--- src/rtl/mbist_pkg.sv ---
// Shared types and March C- element table for the memory-BIST controller.
package mbist_pkg;

    localparam int unsigned ADDR_W_DEF = 6;
    localparam int unsigned DATA_W_DEF = 8;
    localparam int unsigned DEPTH_DEF  = 1 << ADDR_W_DEF;
    localparam int unsigned ELEM_W     = 3;

    // Background selectors; expanded to the full data width in the controller.
    localparam logic BG_ZERO = 1'b0;
    localparam logic BG_ONE  = 1'b1;

    typedef enum logic [2:0] {
        ST_IDLE     = 3'd0,
        ST_WR       = 3'd1,
        ST_RD_ISSUE = 3'd2,
        ST_RD_CHECK = 3'd3,
        ST_DONE     = 3'd4
    } state_e;

    typedef enum logic [ELEM_W-1:0] {
        ELEM_0 = 3'd0,
        ELEM_1 = 3'd1,
        ELEM_2 = 3'd2,
        ELEM_3 = 3'd3,
        ELEM_4 = 3'd4,
        ELEM_5 = 3'd5
    } elem_e;

    typedef enum logic {
        DIR_UP   = 1'b0,
        DIR_DOWN = 1'b1
    } dir_e;

    typedef struct packed {
        dir_e dir;
        logic has_read;
        logic has_write;
        logic rd_bg;
        logic wr_bg;
    } elem_cfg_t;

    function automatic elem_cfg_t elem_cfg(input elem_e e);
        elem_cfg_t c;
        case (e)
            ELEM_0:  c = '{dir: DIR_UP,   has_read: 1'b0, has_write: 1'b1, rd_bg: BG_ZERO, wr_bg: BG_ZERO};
            ELEM_1:  c = '{dir: DIR_UP,   has_read: 1'b1, has_write: 1'b1, rd_bg: BG_ZERO, wr_bg: BG_ONE};
            ELEM_2:  c = '{dir: DIR_UP,   has_read: 1'b1, has_write: 1'b1, rd_bg: BG_ONE,  wr_bg: BG_ZERO};
            ELEM_3:  c = '{dir: DIR_DOWN, has_read: 1'b1, has_write: 1'b1, rd_bg: BG_ZERO, wr_bg: BG_ONE};
            ELEM_4:  c = '{dir: DIR_DOWN, has_read: 1'b1, has_write: 1'b1, rd_bg: BG_ONE,  wr_bg: BG_ZERO};
            default: c = '{dir: DIR_UP,   has_read: 1'b1, has_write: 1'b0, rd_bg: BG_ZERO, wr_bg: BG_ZERO};
        endcase
        return c;
    endfunction

    // First operation performed at every address of an element.
    function automatic state_e first_op(input elem_e e);
        return elem_cfg(e).has_read ? ST_RD_ISSUE : ST_WR;
    endfunction

endpackage

--- src/rtl/mbist_addr_gen.sv ---
// Up/down address counter for the March sequencer; direction is latched on load.
module mbist_addr_gen
    import mbist_pkg::*;
#(
    parameter int unsigned ADDR_W = ADDR_W_DEF
) (
    input  logic              clk,
    input  logic              rst_n,
    input  logic              load,
    input  logic              inc,
    input  dir_e              dir,
    output logic [ADDR_W-1:0] addr,
    output logic              last_c
);

    dir_e dir_q;

    always_ff @(posedge clk or negedge rst_n) begin
        if (!rst_n) begin
            addr  <= '0;
            dir_q <= DIR_UP;
        end else if (load) begin
            addr  <= (dir == DIR_DOWN) ? '1 : '0;
            dir_q <= dir;
        end else if (inc) begin
            addr  <= (dir_q == DIR_UP) ? addr + ADDR_W'(1) : addr - ADDR_W'(1);
        end
    end

    always_comb begin
        last_c = (dir_q == DIR_UP) ? (addr == '1) : (addr == '0);
    end

endmodule

--- src/rtl/mbist_march_ctrl.sv ---
// March C- memory-BIST controller with first-mismatch capture.
// Optional MBIST_STOP_ON_FAIL_EN: end the run at the first read mismatch.
module mbist_march_ctrl
    import mbist_pkg::*;
#(
    parameter int unsigned ADDR_W = ADDR_W_DEF,
    parameter int unsigned DATA_W = DATA_W_DEF
) (
    input  logic              clk,
    input  logic              rst_n,
    input  logic              start,
    output logic [ADDR_W-1:0] ramaddr,
    output logic [DATA_W-1:0] ramin,
    output logic              rwbar,
    output logic              cs,
    input  logic [DATA_W-1:0] ramout,
    output logic              busy,
    output logic              done,
    output logic              fail,
    output logic [ADDR_W-1:0] fail_addr,
    output logic [ELEM_W-1:0] fail_elem,
    output logic [DATA_W-1:0] fail_data
);

`ifdef MBIST_STOP_ON_FAIL_EN
    localparam logic STOP_ON_FAIL = 1'b1;
`else
    localparam logic STOP_ON_FAIL = 1'b0;
`endif

    state_e            state_q, state_d;
    elem_e             elem_q, elem_d;
    logic              ag_load, ag_inc;
    dir_e              ag_dir;
    logic [ADDR_W-1:0] addr;
    logic              addr_last_c;
    logic              diag_clr, diag_cap;

    elem_cfg_t         cfg_c;
    logic [DATA_W-1:0] exp_c;
    logic              mismatch_c;
    elem_e             adv_elem_c;
    state_e            adv_state_c;
    dir_e              adv_dir_c;
    logic              adv_done_c;

    mbist_addr_gen #(.ADDR_W(ADDR_W)) u_addr_gen (
        .clk    (clk),
        .rst_n  (rst_n),
        .load   (ag_load),
        .inc    (ag_inc),
        .dir    (ag_dir),
        .addr   (addr),
        .last_c (addr_last_c)
    );

    assign ramaddr = addr;

    // Current element decode and read compare.
    always_comb begin
        cfg_c      = elem_cfg(elem_q);
        exp_c      = {DATA_W{cfg_c.rd_bg}};
        mismatch_c = (state_q == ST_RD_CHECK) && (ramout != exp_c);
    end

    // Where the sequencer goes after the last operation of the current element.
    always_comb begin
        adv_done_c  = (elem_q == ELEM_5);
        adv_elem_c  = adv_done_c ? elem_q : elem_e'(3'(elem_q) + 3'd1);
        adv_state_c = adv_done_c ? ST_DONE : first_op(adv_elem_c);
        adv_dir_c   = adv_done_c ? DIR_UP : elem_cfg(adv_elem_c).dir;
    end

    always_ff @(posedge clk or negedge rst_n) begin
        if (!rst_n) begin
            state_q <= ST_IDLE;
            elem_q  <= ELEM_0;
        end else begin
            state_q <= state_d;
            elem_q  <= elem_d;
        end
    end

    always_comb begin
        state_d  = state_q;
        elem_d   = elem_q;
        ag_load  = 1'b0;
        ag_inc   = 1'b0;
        ag_dir   = DIR_UP;
        diag_clr = 1'b0;
        diag_cap = 1'b0;
        case (state_q)
            ST_IDLE, ST_DONE: begin
                if (start) begin
                    state_d  = first_op(ELEM_0);
                    elem_d   = ELEM_0;
                    ag_load  = 1'b1;
                    ag_dir   = elem_cfg(ELEM_0).dir;
                    diag_clr = 1'b1;
                end
            end
            ST_WR: begin
                if (addr_last_c) begin
                    state_d = adv_state_c;
                    elem_d  = adv_elem_c;
                    ag_load = 1'b1;
                    ag_dir  = adv_dir_c;
                end else begin
                    ag_inc  = 1'b1;
                    state_d = first_op(elem_q);
                end
            end
            ST_RD_ISSUE: begin
                state_d = ST_RD_CHECK;
            end
            ST_RD_CHECK: begin
                diag_cap = mismatch_c && !fail;
                if (STOP_ON_FAIL && mismatch_c) begin
                    // Reloading the counter parks the address bus at 0 in DONE.
                    state_d = ST_DONE;
                    ag_load = 1'b1;
                    ag_dir  = DIR_UP;
                end else if (cfg_c.has_write) begin
                    state_d = ST_WR;
                end else if (addr_last_c) begin
                    state_d = adv_state_c;
                    elem_d  = adv_elem_c;
                    ag_load = 1'b1;
                    ag_dir  = adv_dir_c;
                end else begin
                    ag_inc  = 1'b1;
                    state_d = ST_RD_ISSUE;
                end
            end
            default: begin
                state_d = ST_IDLE;
            end
        endcase
    end

    // SRAM controls and status are registered from the next-state decode.
    always_ff @(posedge clk or negedge rst_n) begin
        if (!rst_n) begin
            cs    <= 1'b0;
            rwbar <= 1'b1;
            ramin <= '0;
            busy  <= 1'b0;
            done  <= 1'b0;
        end else begin
            cs    <= (state_d == ST_WR) || (state_d == ST_RD_ISSUE) || (state_d == ST_RD_CHECK);
            rwbar <= (state_d != ST_WR);
            ramin <= (state_d == ST_WR) ? {DATA_W{elem_cfg(elem_d).wr_bg}} : '0;
            busy  <= (state_d == ST_WR) || (state_d == ST_RD_ISSUE) || (state_d == ST_RD_CHECK);
            done  <= (state_d == ST_DONE);
        end
    end

    always_ff @(posedge clk or negedge rst_n) begin
        if (!rst_n) begin
            fail      <= 1'b0;
            fail_addr <= '0;
            fail_elem <= '0;
            fail_data <= '0;
        end else if (diag_clr) begin
            fail      <= 1'b0;
            fail_addr <= '0;
            fail_elem <= '0;
            fail_data <= '0;
        end else if (diag_cap) begin
            fail      <= 1'b1;
            fail_addr <= addr;
            fail_elem <= 3'(elem_q);
            fail_data <= ramout;
        end
    end

endmodule

--- config.mk ---
export PLATFORM = sky130hd
export DESIGN_NAME = mbist_march_ctrl
export DESIGN_NICKNAME = d
export VERILOG_FILES = /design/src/rtl/mbist_pkg.sv /design/src/rtl/mbist_addr_gen.sv /design/src/rtl/mbist_march_ctrl.sv
export SDC_FILE = /design/constraint.sdc
export NUM_CORES = 1
export LEC_CHECK = 0
export BUFFER_PORTS_ARGS = -buffer_cell sky130_fd_sc_hd__buf_2
export CORE_MARGIN = 8
export CORE_UTILIZATION = 30
export DETAILED_ROUTE_END_ITERATION = 6
export GPL_TIMING_DRIVEN = 0
export PLACE_DENSITY_LB_ADDON = 0.2
export SLEW_MARGIN = 10
export SYNTH_ARGS = -nofsm -noshare
export SYNTH_HDL_FRONTEND = slang
export SYNTH_SLANG_ARGS = --single-unit
--- constraint.sdc ---
create_clock -name clk -period 2.1 [get_ports clk]
set_input_delay 0.105 -clock clk [delete_from_list [all_inputs] [get_ports clk]]
set_output_delay 0.105 -clock clk [all_outputs]
set_load 0.01 [all_outputs]
==> flow_summary_export.csv, run 1 <==
group,metric,value,unit
sta,timing.final.crit_share,104,%
pwr,peakVddDrop,0.283,mV
sta,final.setup.tns,-0.180,ns
cts,cts.path.max_buffers,2,
critical_path,worstPathArrival,2.39,ns
layout,drive_gt1_share,44.1,%
sta,skew,0.00720,ns
layout,instances_no_fill,367,
die,die_y,97.6,µm
drt,routed_via_density,4.83,
placement,numPortBuffers,46,
pwr,cellPowerDensity,493,nW/µm²
critical_path,crit_chain,"ha_4, ha_4, nand2b_4, nor4_4, or4b_4, a21oi_4, o221ai_2, a211oi_2",
cts,worst_skew_pair.late_latency,0.29,ns
sta,slew_headroom,47.1,%
sta,setup_violations,4,
critical_path,crit_required,2.30,ns
drt,via_count,1772,
critical_path,start_kind,"flop",
sta,fmax,456,MHz
cts,path_clk_slew,0.08,ns
drt,drcViolationCount,0,
layout,utilization,44.1,%
sta,drv_slew,0,
yosys,seq_area_frac_synth,43.9,%
sta,period_minus_slack,2.19,ns
die,ios,47,
global_routing,grt_usage,11.6,%
drt,antenna_left,0,
critical_path,criticalPathCategory,"reg -> reg",
yosys,syn_area,2000,µm²
cts,cts_sinks,35,
run_status,outcome,"complete, but fails checks",
placement,gp_congestion,0.811,
die,die-area,9530,µm²
die,fp.dieW,97.6,µm
critical_path,critPathMaxStageDelay,0.51,ns
placement,placed_cell_area,2360,µm²
pwr,leakagePower,1.29,nW
yosys,syn_inst,215,
sta,hold_viol_final,0,
critical_path,crit_path_top_delay_cell,"or4b_4",
layout,fill_cells,651,
yosys,synth.avg_cell_area,9.29,µm²
layout,final_common_cell,"buf_2",
min_path,worstHoldPathType,"in -> reg",
yosys,synth_warnings,0,
die,core,6390,µm²
placement,dp.cells,338,
drt,drtIter0Drc,56,
sta,fin_ws,-0.0907,ns
die,initial_utilization,31.3,%
placement,dp_hpwl,3850,µm
layout,final_area,2810,µm²
critical_path,crit_fanout,6,
global_routing,antenna_found_initial,0,
yosys,synth.distinct_cells,45,
cts,cts_tree,"yes",
drt,drt-wirelength-per-cell,15.0,µm
flow_run,drv_cap,0,
layout,synthToLayoutAreaGrowth,40.8,%
die,rows,29,
critical_path,cpMostUsedCell,"ha_4",
run_status,violations,"negative setup slack",
layout,num-nets-final,312,
cts,cts-htree-levels,2,
drt,totalWireLength,5510,µm
drt,firstDrtPassIters,4,
sta,tightest_slew,0.794,ns
layout,diodes,0,
sta,rsz0062_at_grt,"true",
global_routing,grt_pass1_vias,1824,
global_routing,grt_pass1_wl,9110,µm
global_routing,grt_overflow,0,
yosys,synth-seq-cells,35,
cts,numCtsBuffers,5,
placement,pre_cts_slack,-0.477,ns
cts,cts-root-buf,"clkbuf_8",
global_routing,grt_max_degree,36,
yosys,syn_nets,238,
critical_path,end_kind,"flop",
layout,final_cell_mix,"46 x buf_2, 44 x nand2_1, 28 x buf_4",
[critical path, delay by kind of cell, from the launching register on]
kind,cells,cell delay [ns]
AOI/OAI and AO/OA,3,0.49
and+or+nand+nor,3,0.81
adders and majority gates,2,0.35
DFF,1,0.47
[repair_timing]
| action | CTS | global route |
|---|---|---|
| resized for setup | 39 | 7 |
| hold endpoints to repair | 34 | 0 |
| endpoints found under the setup margin | 30 | 33 |
| pin swaps | 10 | 5 |
| buffers inserted | 18 | 3 |
| hold buffers | 1 | 0 |
[power breakdown]
part	switching [mW]	internal (mW)
Sequential	0.00387	0.682
Combinational	0.0318	0.0173
Clock	0.263	0.391
Total	0.298	1.09
[synth_stat cells (all sizes together)]
| cell type | n | area (µm²) |
|---|---|---|
| buf | 9 | 71.3 |
| a21oi | 8 | 40.0 |
| or3 | 2 | 12.5 |
| or2 | 2 | 12.5 |
| o21ba | 1 | 10.0 |
| nor4 | 5 | 52.6 |
| nor3 | 2 | 10.0 |
| or4 | 1 | 11.3 |
| clkinv | 1 | 3.75 |
| dfstp | 1 | 26.3 |
| mux2i | 2 | 20.0 |
| xnor2 | 5 | 43.8 |
| nor2 | 8 | 30.0 |
| nand2 | 44 | 165 |
| a21o | 3 | 22.5 |
| and3 | 1 | 6.26 |
| clkbuf | 5 | 18.8 |
| ha | 11 | 138 |
| o22ai | 1 | 6.26 |
| o221a | 1 | 11.3 |
| nand4 | 3 | 18.8 |
| o21ai | 30 | 154 |
| inv | 7 | 26.3 |
| or4b | 1 | 10.0 |
| nor4b | 2 | 23.8 |
| nor3b | 2 | 20.0 |
| nand3 | 2 | 10.0 |
| o21bai | 2 | 15.0 |
| o31ai | 2 | 15.0 |
| nand2b | 3 | 18.8 |
| o221ai | 1 | 8.76 |
| nand3b | 1 | 7.51 |
| dfrtp | 34 | 851 |
| a211oi | 3 | 32.5 |
| o21a | 4 | 30.0 |
| fa | 1 | 20.0 |
| and2 | 4 | 25.0 |
[layout make-up]
type                    instances  area [µm²]  area share, %
inverters                       8        30.0           1.07
repair buffers                 68         402           14.3
clock buffers                   6        82.6           2.93
flip-flops and latches         35         887           31.5
well taps                      77        96.3           3.42
multi-input cells             158        1170           41.7
plain buffers                  13         104           3.69
clock inverters                 2        38.8           1.38
[through the flow]
stage / hold WS (ns) / power, mW
3_3_place_gp: 0.240 / 0.748
4_1_cts: 0.0472 / 1.40
6_report: 0.0533 / 1.39
3_5_place_dp: 0.243 / 0.748
5_1_grt: 0.0527 / 1.45
2_1_floorplan: -0.191 / 0.710
[layer usage]
layer	track usage (%)	wire length (µm)
met4	4.08	61
met2	18.1	2520
met3	4.27	351
met5	0	0
met1	14.2	2580
[sequential cells by signal (all words and copies together) (netlist names), 3 cells and up]
signal / count
elem_q: 3
fail_addr: 6
fail_data: 8
fail_elem: 3
state_q: 3
u_addr_gen.addr: 6
[final timing paths]
kind	startpoint	end	slack [ns]	cells past startpoint
worst min register to register	fail_data[7]$_DFFE_PN0P_	fail_data[7]$_DFFE_PN0P_	0.52	2
worst max-delay path	elem_q[0]$_DFF_PN0_	ramin[6]$_DFF_PN0_	-0.09	8
min in group asynchronous	rst_n	fail_data[6]$_DFFE_PN0P_	0.43	2
worst max register to register	elem_q[0]$_DFF_PN0_	ramin[6]$_DFF_PN0_	-0.09	8
max in group asynchronous	rst_n	u_addr_gen.addr[1]$_DFFE_PN0P_	1.11	2
worst min-delay path	ramout[7]	fail_data[7]$_DFFE_PN0P_	0.05	3
[kinds of logic (layout without fill, tap and decap cells)]
group / after synthesis / after routing / share of synthesized area [%]
xor+xnor: 5 / 5 / 2.19
mux: 2 / 2 / 1.00
fa+ha+maj: 12 / 12 / 7.89
simple gates: 83 / 83 / 21.7
flops: 35 / 35 / 43.9
compound gates: 56 / 56 / 17.3
buf+inv: 22 / 97 / 6.01
Power figures use the tool's default switching activity.
==> run 2, diff against run 1 <==
clock period = 1.9 ns   (was 2.1 ns; I/O delays follow)
==> flow_summary_export.csv, run 2 (synthesized netlist as in run 1, its figures left out) <==
group,metric,value,unit
placement,dp_hpwl,3820,µm
placement,gp_congestion,0.837,
layout,utilization,45.2,%
pwr,peakVddDrop,0.365,mV
cts,worst_skew_pair.late_latency,0.29,ns
global_routing,grt_max_degree,36,
sta,rsz0062_at_grt,"true",
die,die_y,97.6,µm
sta,fin_ws,-0.283,ns
drt,firstDrtPassIters,4,
layout,num-nets-final,315,
critical_path,crit_required,2.11,ns
drt,routed_via_density,4.95,
cts,cts_tree,"yes",
layout,multi_input_area,1240,µm²
die,ios,47,
cts,cts-root-buf,"clkbuf_8",
sta,final.setup.tns,-2.10,ns
cts,cts-htree-levels,2,
layout,drive_gt1_share,47.4,%
layout,final_cell_mix,"46 x buf_2, 41 x nand2_1, 27 x buf_4, 27 x dfrtp_1, 19 x o21ai_0",
sta,hold_viol_final,0,
placement,pre_cts_slack,-0.515,ns
drt,drcViolationCount,0,
sta,period_minus_slack,2.18,ns
critical_path,end_kind,"flop",
layout,diodes,0,
layout,synthToLayoutAreaGrowth,44.6,%
die,die-area,9530,µm²
critical_path,worstPathArrival,2.40,ns
layout,instances_no_fill,370,
placement,numPortBuffers,46,
global_routing,grt_overflow,0,
critical_path,criticalPathCategory,"reg -> reg",
sta,skew,0.00860,ns
sta,slew_headroom,46.7,%
layout,largest_register,"fail_data",
run_status,violations,"negative setup slack",
sta,tightest_slew,0.800,ns
flow_run,drv_cap,0,
run_status,outcome,"complete, but fails checks",
placement,dp.cells,338,
layout,regArea,886,µm²
die,fp.dieW,97.6,µm
global_routing,grt_pass1_vias,1822,
drt,totalWireLength,5660,µm
sta,timing.final.crit_share,115,%
drt,drt-wirelength-per-cell,15.3,µm
sta,fmax,458,MHz
pwr,cellPowerDensity,471,nW/µm²
cts,cts_sinks,35,
sta,drv_slew,0,
die,initial_utilization,31.3,%
drt,via_count,1831,
sta,hold_slack,0.0421,ns
cts,path_clk_slew,0.08,ns
die,core,6390,µm²
layout,final_common_cell,"buf_2",
min_path,worstHoldPathType,"in -> reg",
layout,reg_top3,"fail_data x8, fail_addr x6, u_addr_gen.addr x6",
layout,largest_reg_flops,8,
critical_path,start_kind,"flop",
global_routing,grt_usage,11.7,%
sta,setup_violations,15,
global_routing,antenna_found_initial,0,
pwr,leakagePower,1.33,nW
cts,numCtsBuffers,5,
die,rows,29,
cts,cts.path.max_buffers,2,
global_routing,grt_pass1_wl,9130,µm
drt,antenna_left,0,
drt,drtIter0Drc,64,
layout,fill_cells,628,
critical_path,crit_fanout,5,
run 2: area by class of cell:
type | count | area share [%]
multi-input cells | 158 | 42.9
flip-flops and latches | 35 | 30.7
repair buffers | 71 | 15.5
plain buffers | 13 | 3.64
well taps | 77 | 3.33
clock buffers | 6 | 2.51
inverters | 8 | 1.04
clock inverters | 2 | 0.433
run 2: layer usage:
metal | part of all wire (%) | track usage, % | up-vias
li1 | - | - | 890
met1 | 44 | 14.1 | 880
met2 | 47 | 18.2 | 52
met4 | 2.5 | 5.13 | 0
met5 | 0 | 0 | -
met3 | 6.4 | 3.98 | 9
run 2: what timing repair did:
item | in CTS | in global routing
buffers inserted | 17 | 8
hold endpoints to repair | 34 | 0
setup endpoints to repair | 34 | 34
resized for setup | 38 | 24
pin swaps | 12 | 4
hold buffers | 1 | 0
run 2: power breakdown:
| group | internal [mW] | switching, mW |
|---|---|---|
| sequential | 0.753 | 0.00429 |
| combinational | 0.0192 | 0.0355 |
| clock | 0.257 | 0.291 |
run 2: path summary, 6_finish.rpt:
kind	from	cells past startpoint	to	slack (ns)
min in group asynchronous	rst_n	2	fail_data[3]$_DFFE_PN0P_	0.43
worst max-delay path	elem_q[0]$_DFF_PN0_	8	ramin[6]$_DFF_PN0_	-0.28
max in group asynchronous	rst_n	2	u_addr_gen.addr[0]$_DFFE_PN0P_	0.91
worst min register to register	fail_data[6]$_DFFE_PN0P_	2	fail_data[6]$_DFFE_PN0P_	0.52
worst max register to register	elem_q[0]$_DFF_PN0_	8	ramin[6]$_DFF_PN0_	-0.28
worst min-delay path	ramout[0]	3	fail_data[0]$_DFFE_PN0P_	0.04
run 2: worst max-delay path, stage by stage (launching register included):
cell      delay (ns)
dfrtp_2         0.48
ha_4            0.19
ha_4            0.16
nand2b_4        0.14
nor4_4          0.15
or4b_4          0.51
a21oi_4         0.18
o221ai_4        0.13
a211oi_2        0.16
run 2: metrics by stage:
step           power, mW  area [µm²]
3_5_place_dp       0.827        2380
4_1_cts             1.37        2720
3_3_place_gp       0.826        2380
6_report            1.36        2890
2_1_floorplan      0.785        2050
5_1_grt             1.42        2890
==> run 3, diff against run 2 <==
CELL_PAD_IN_SITES_DETAIL_PLACEMENT = 1   (was default)
CELL_PAD_IN_SITES_GLOBAL_PLACEMENT = 1   (was default)
==> flow_summary_export.csv, run 3 (synthesized netlist as in run 1, its figures left out) <==
group,metric,value,unit
cts,cts_sinks,35,
critical_path,start_kind,"flop",
flow_run,drv_cap,0,
critical_path,r2r_cells,8,
cts,numCtsBuffers,5,
global_routing,antenna_found_initial,0,
sta,period_minus_slack,2.14,ns
min_path,worstHoldPathType,"in -> reg",
critical_path,criticalPathCategory,"reg -> reg",
sta,hold_slack,0.0367,ns
pwr,leakagePower,1.30,nW
critical_path,r2r-start,"elem_q[0]$_DFF_PN0_",
pwr,p_clk_share,40.8,%
sta,fmax,466,MHz
layout,largest_reg_flops,8,
pwr,combPwrFrac,4.1,%
global_routing,grt_pass1_wl,10100,µm
pwr,p_seq_share,55.0,%
global_routing,grt_usage,13.1,%
drt,firstDrtPassIters,4,
sta,setup_violations,32,
critical_path,worstPathArrival,2.37,ns
pwr,p_int,1.03,mW
global_routing,grt_max_degree,36,
placement,numPortBuffers,46,
pwr,switching_share,25.0,%
drt,routed_via_density,4.96,
drt,drcViolationCount,0,
layout,synthToLayoutAreaGrowth,42.3,%
drt,drtIter0Drc,41,
critical_path,crit_required,2.12,ns
layout,largest_register,"fail_data",
layout,final_cell_mix,"46 x buf_2, 43 x nand2_1, 26 x buf_4, 26 x dfrtp_1, 22 x o21ai_0",
placement,gp_congestion,0.799,
pwr,power.total,1.38,mW
die,initial_utilization,31.3,%
global_routing,grt_pass1_vias,2012,
die,rows,29,
drt,via_count,1824,
critical_path,end_kind,"flop",
critical_path,setup.worst_path.end,"ramin[6]$_DFF_PN0_",
sta,timing.final.crit_share,113,%
layout,diodes,0,
critical_path,worstSetupStartpoint,"elem_q[0]$_DFF_PN0_",
sta,rsz0062_at_grt,"true",
cts,cts-htree-levels,2,
layout,fill_cells,746,
drt,drt-wirelength-per-cell,17.0,µm
die,die_y,97.6,µm
layout,reg_top3,"fail_data x8, fail_addr x6, u_addr_gen.addr x6",
placement,dp_hpwl,4260,µm
sta,tightest_slew,0.826,ns
cts,cts_tree,"yes",
run_status,outcome,"complete, but fails checks",
cts,cts.path.max_buffers,2,
sta,drv_slew,0,
die,core,6390,µm²
die,ios,47,
layout,num-nets-final,313,
cts,path_clk_slew,0.08,ns
sta,slew_headroom,44.9,%
run_status,violations,"negative setup slack",
die,die-area,9530,µm²
pwr,peakVddDrop,0.317,mV
pwr,cellPowerDensity,484,nW/µm²
global_routing,grt_overflow,0,
critical_path,r2r-end,"ramin[6]$_DFF_PN0_",
sta,skew,0.0127,ns
layout,multi_input_area,1210,µm²
cts,worst_skew_pair.late_latency,0.30,ns
cts,cts-root-buf,"clkbuf_8",
layout,drive_gt1_share,46.0,%
die,fp.dieW,97.6,µm
sta,fin_ws,-0.244,ns
critical_path,crit_fanout,4,
pwr,power.switching,344,µW
drt,totalWireLength,6260,µm
layout,regArea,887,µm²
critical_path,worst-r2r-setup-slack,-0.24,ns
layout,utilization,44.5,%
sta,hold_viol_final,0,
layout,final_common_cell,"buf_2",
drt,antenna_left,0,
-- run 3: worst max-delay path, stage by stage, from the launching register on --
cell and delay, ns:
dfrtp_2 0.47, ha_4 0.19, ha_4 0.15, nand2b_4 0.14, nor4_4 0.16, or4b_4 0.51, a21oi_4 0.14, o221ai_2 0.13
a211oi_2 0.17
-- run 3: worst min-delay path by stage --
stage | end | depth (start not counted) | start
after floorplan | busy$_DFF_PN0_ | 0 | rst_n
after global placement | fail_addr[1]$_DFFE_PN0P_ | 1 | rst_n
after detailed placement | fail_addr[1]$_DFFE_PN0P_ | 1 | rst_n
after CTS | fail_data[0]$_DFFE_PN0P_ | 3 | ramout[0]
after global routing | fail_data[3]$_DFFE_PN0P_ | 3 | ramout[3]
final | fail_data[3]$_DFFE_PN0P_ | 3 | ramout[3]
-- run 3: cell type report --
class / count / share of cell area, %
plain buffers: 13 / 3.83
clock buffers: 7 / 2.68
clock inverters: 1 / 0.264
inverters: 8 / 1.06
multi-input cells: 158 / 42.5
flip-flops and latches: 35 / 31.2
well taps: 77 / 3.39
repair buffers: 69 / 15.1
-- run 3: routing by layer --
| layer | wire, µm | share of wire, % | global-route usage (%) | vias up |
|---|---|---|---|---|
| met3 | 229 | 3.7 | 3.63 | 6 |
| met1 | 2770 | 44 | 15.7 | 898 |
| li1 | - | - | - | 890 |
| met5 | 0 | 0 | 0 | - |
| met2 | 3180 | 51 | 21.9 | 30 |
| met4 | 81 | 1.3 | 4.43 | 0 |
-- run 3: what timing repair did --
item,4_1_cts,5_1_grt
pin swaps,10,14
setup endpoints to repair,35,35
resized for setup,37,17
endpoints found under the hold margin,34,0
hold buffers,1,0
buffers inserted,17,6
-- run 3: power by group through the flow --
stage                     clock, mW  combinational [mW]  sequential (mW)
final                         0.562              0.0569            0.758
after global placement            0              0.0549            0.772
after floorplan                   0             0.00754            0.778
after detailed placement          0              0.0557            0.773
after CTS                     0.578              0.0578            0.758
after global routing          0.605              0.0648            0.759
-- run 3: per-stage QoR --
stage | area, µm² | setup slack (ns) | std cells | TNS [ns]
final | 2840 | -0.244 | 368 | -2.75
after global routing | 2840 | -0.350 | 368 | -6.36
after CTS | 2720 | -0.272 | 362 | -2.34
after detailed placement | 2380 | -0.548 | 338 | -12.50
after global placement | 2380 | -0.469 | 338 | -10.75
after floorplan | 2050 | -0.170 | 215 | -0.964
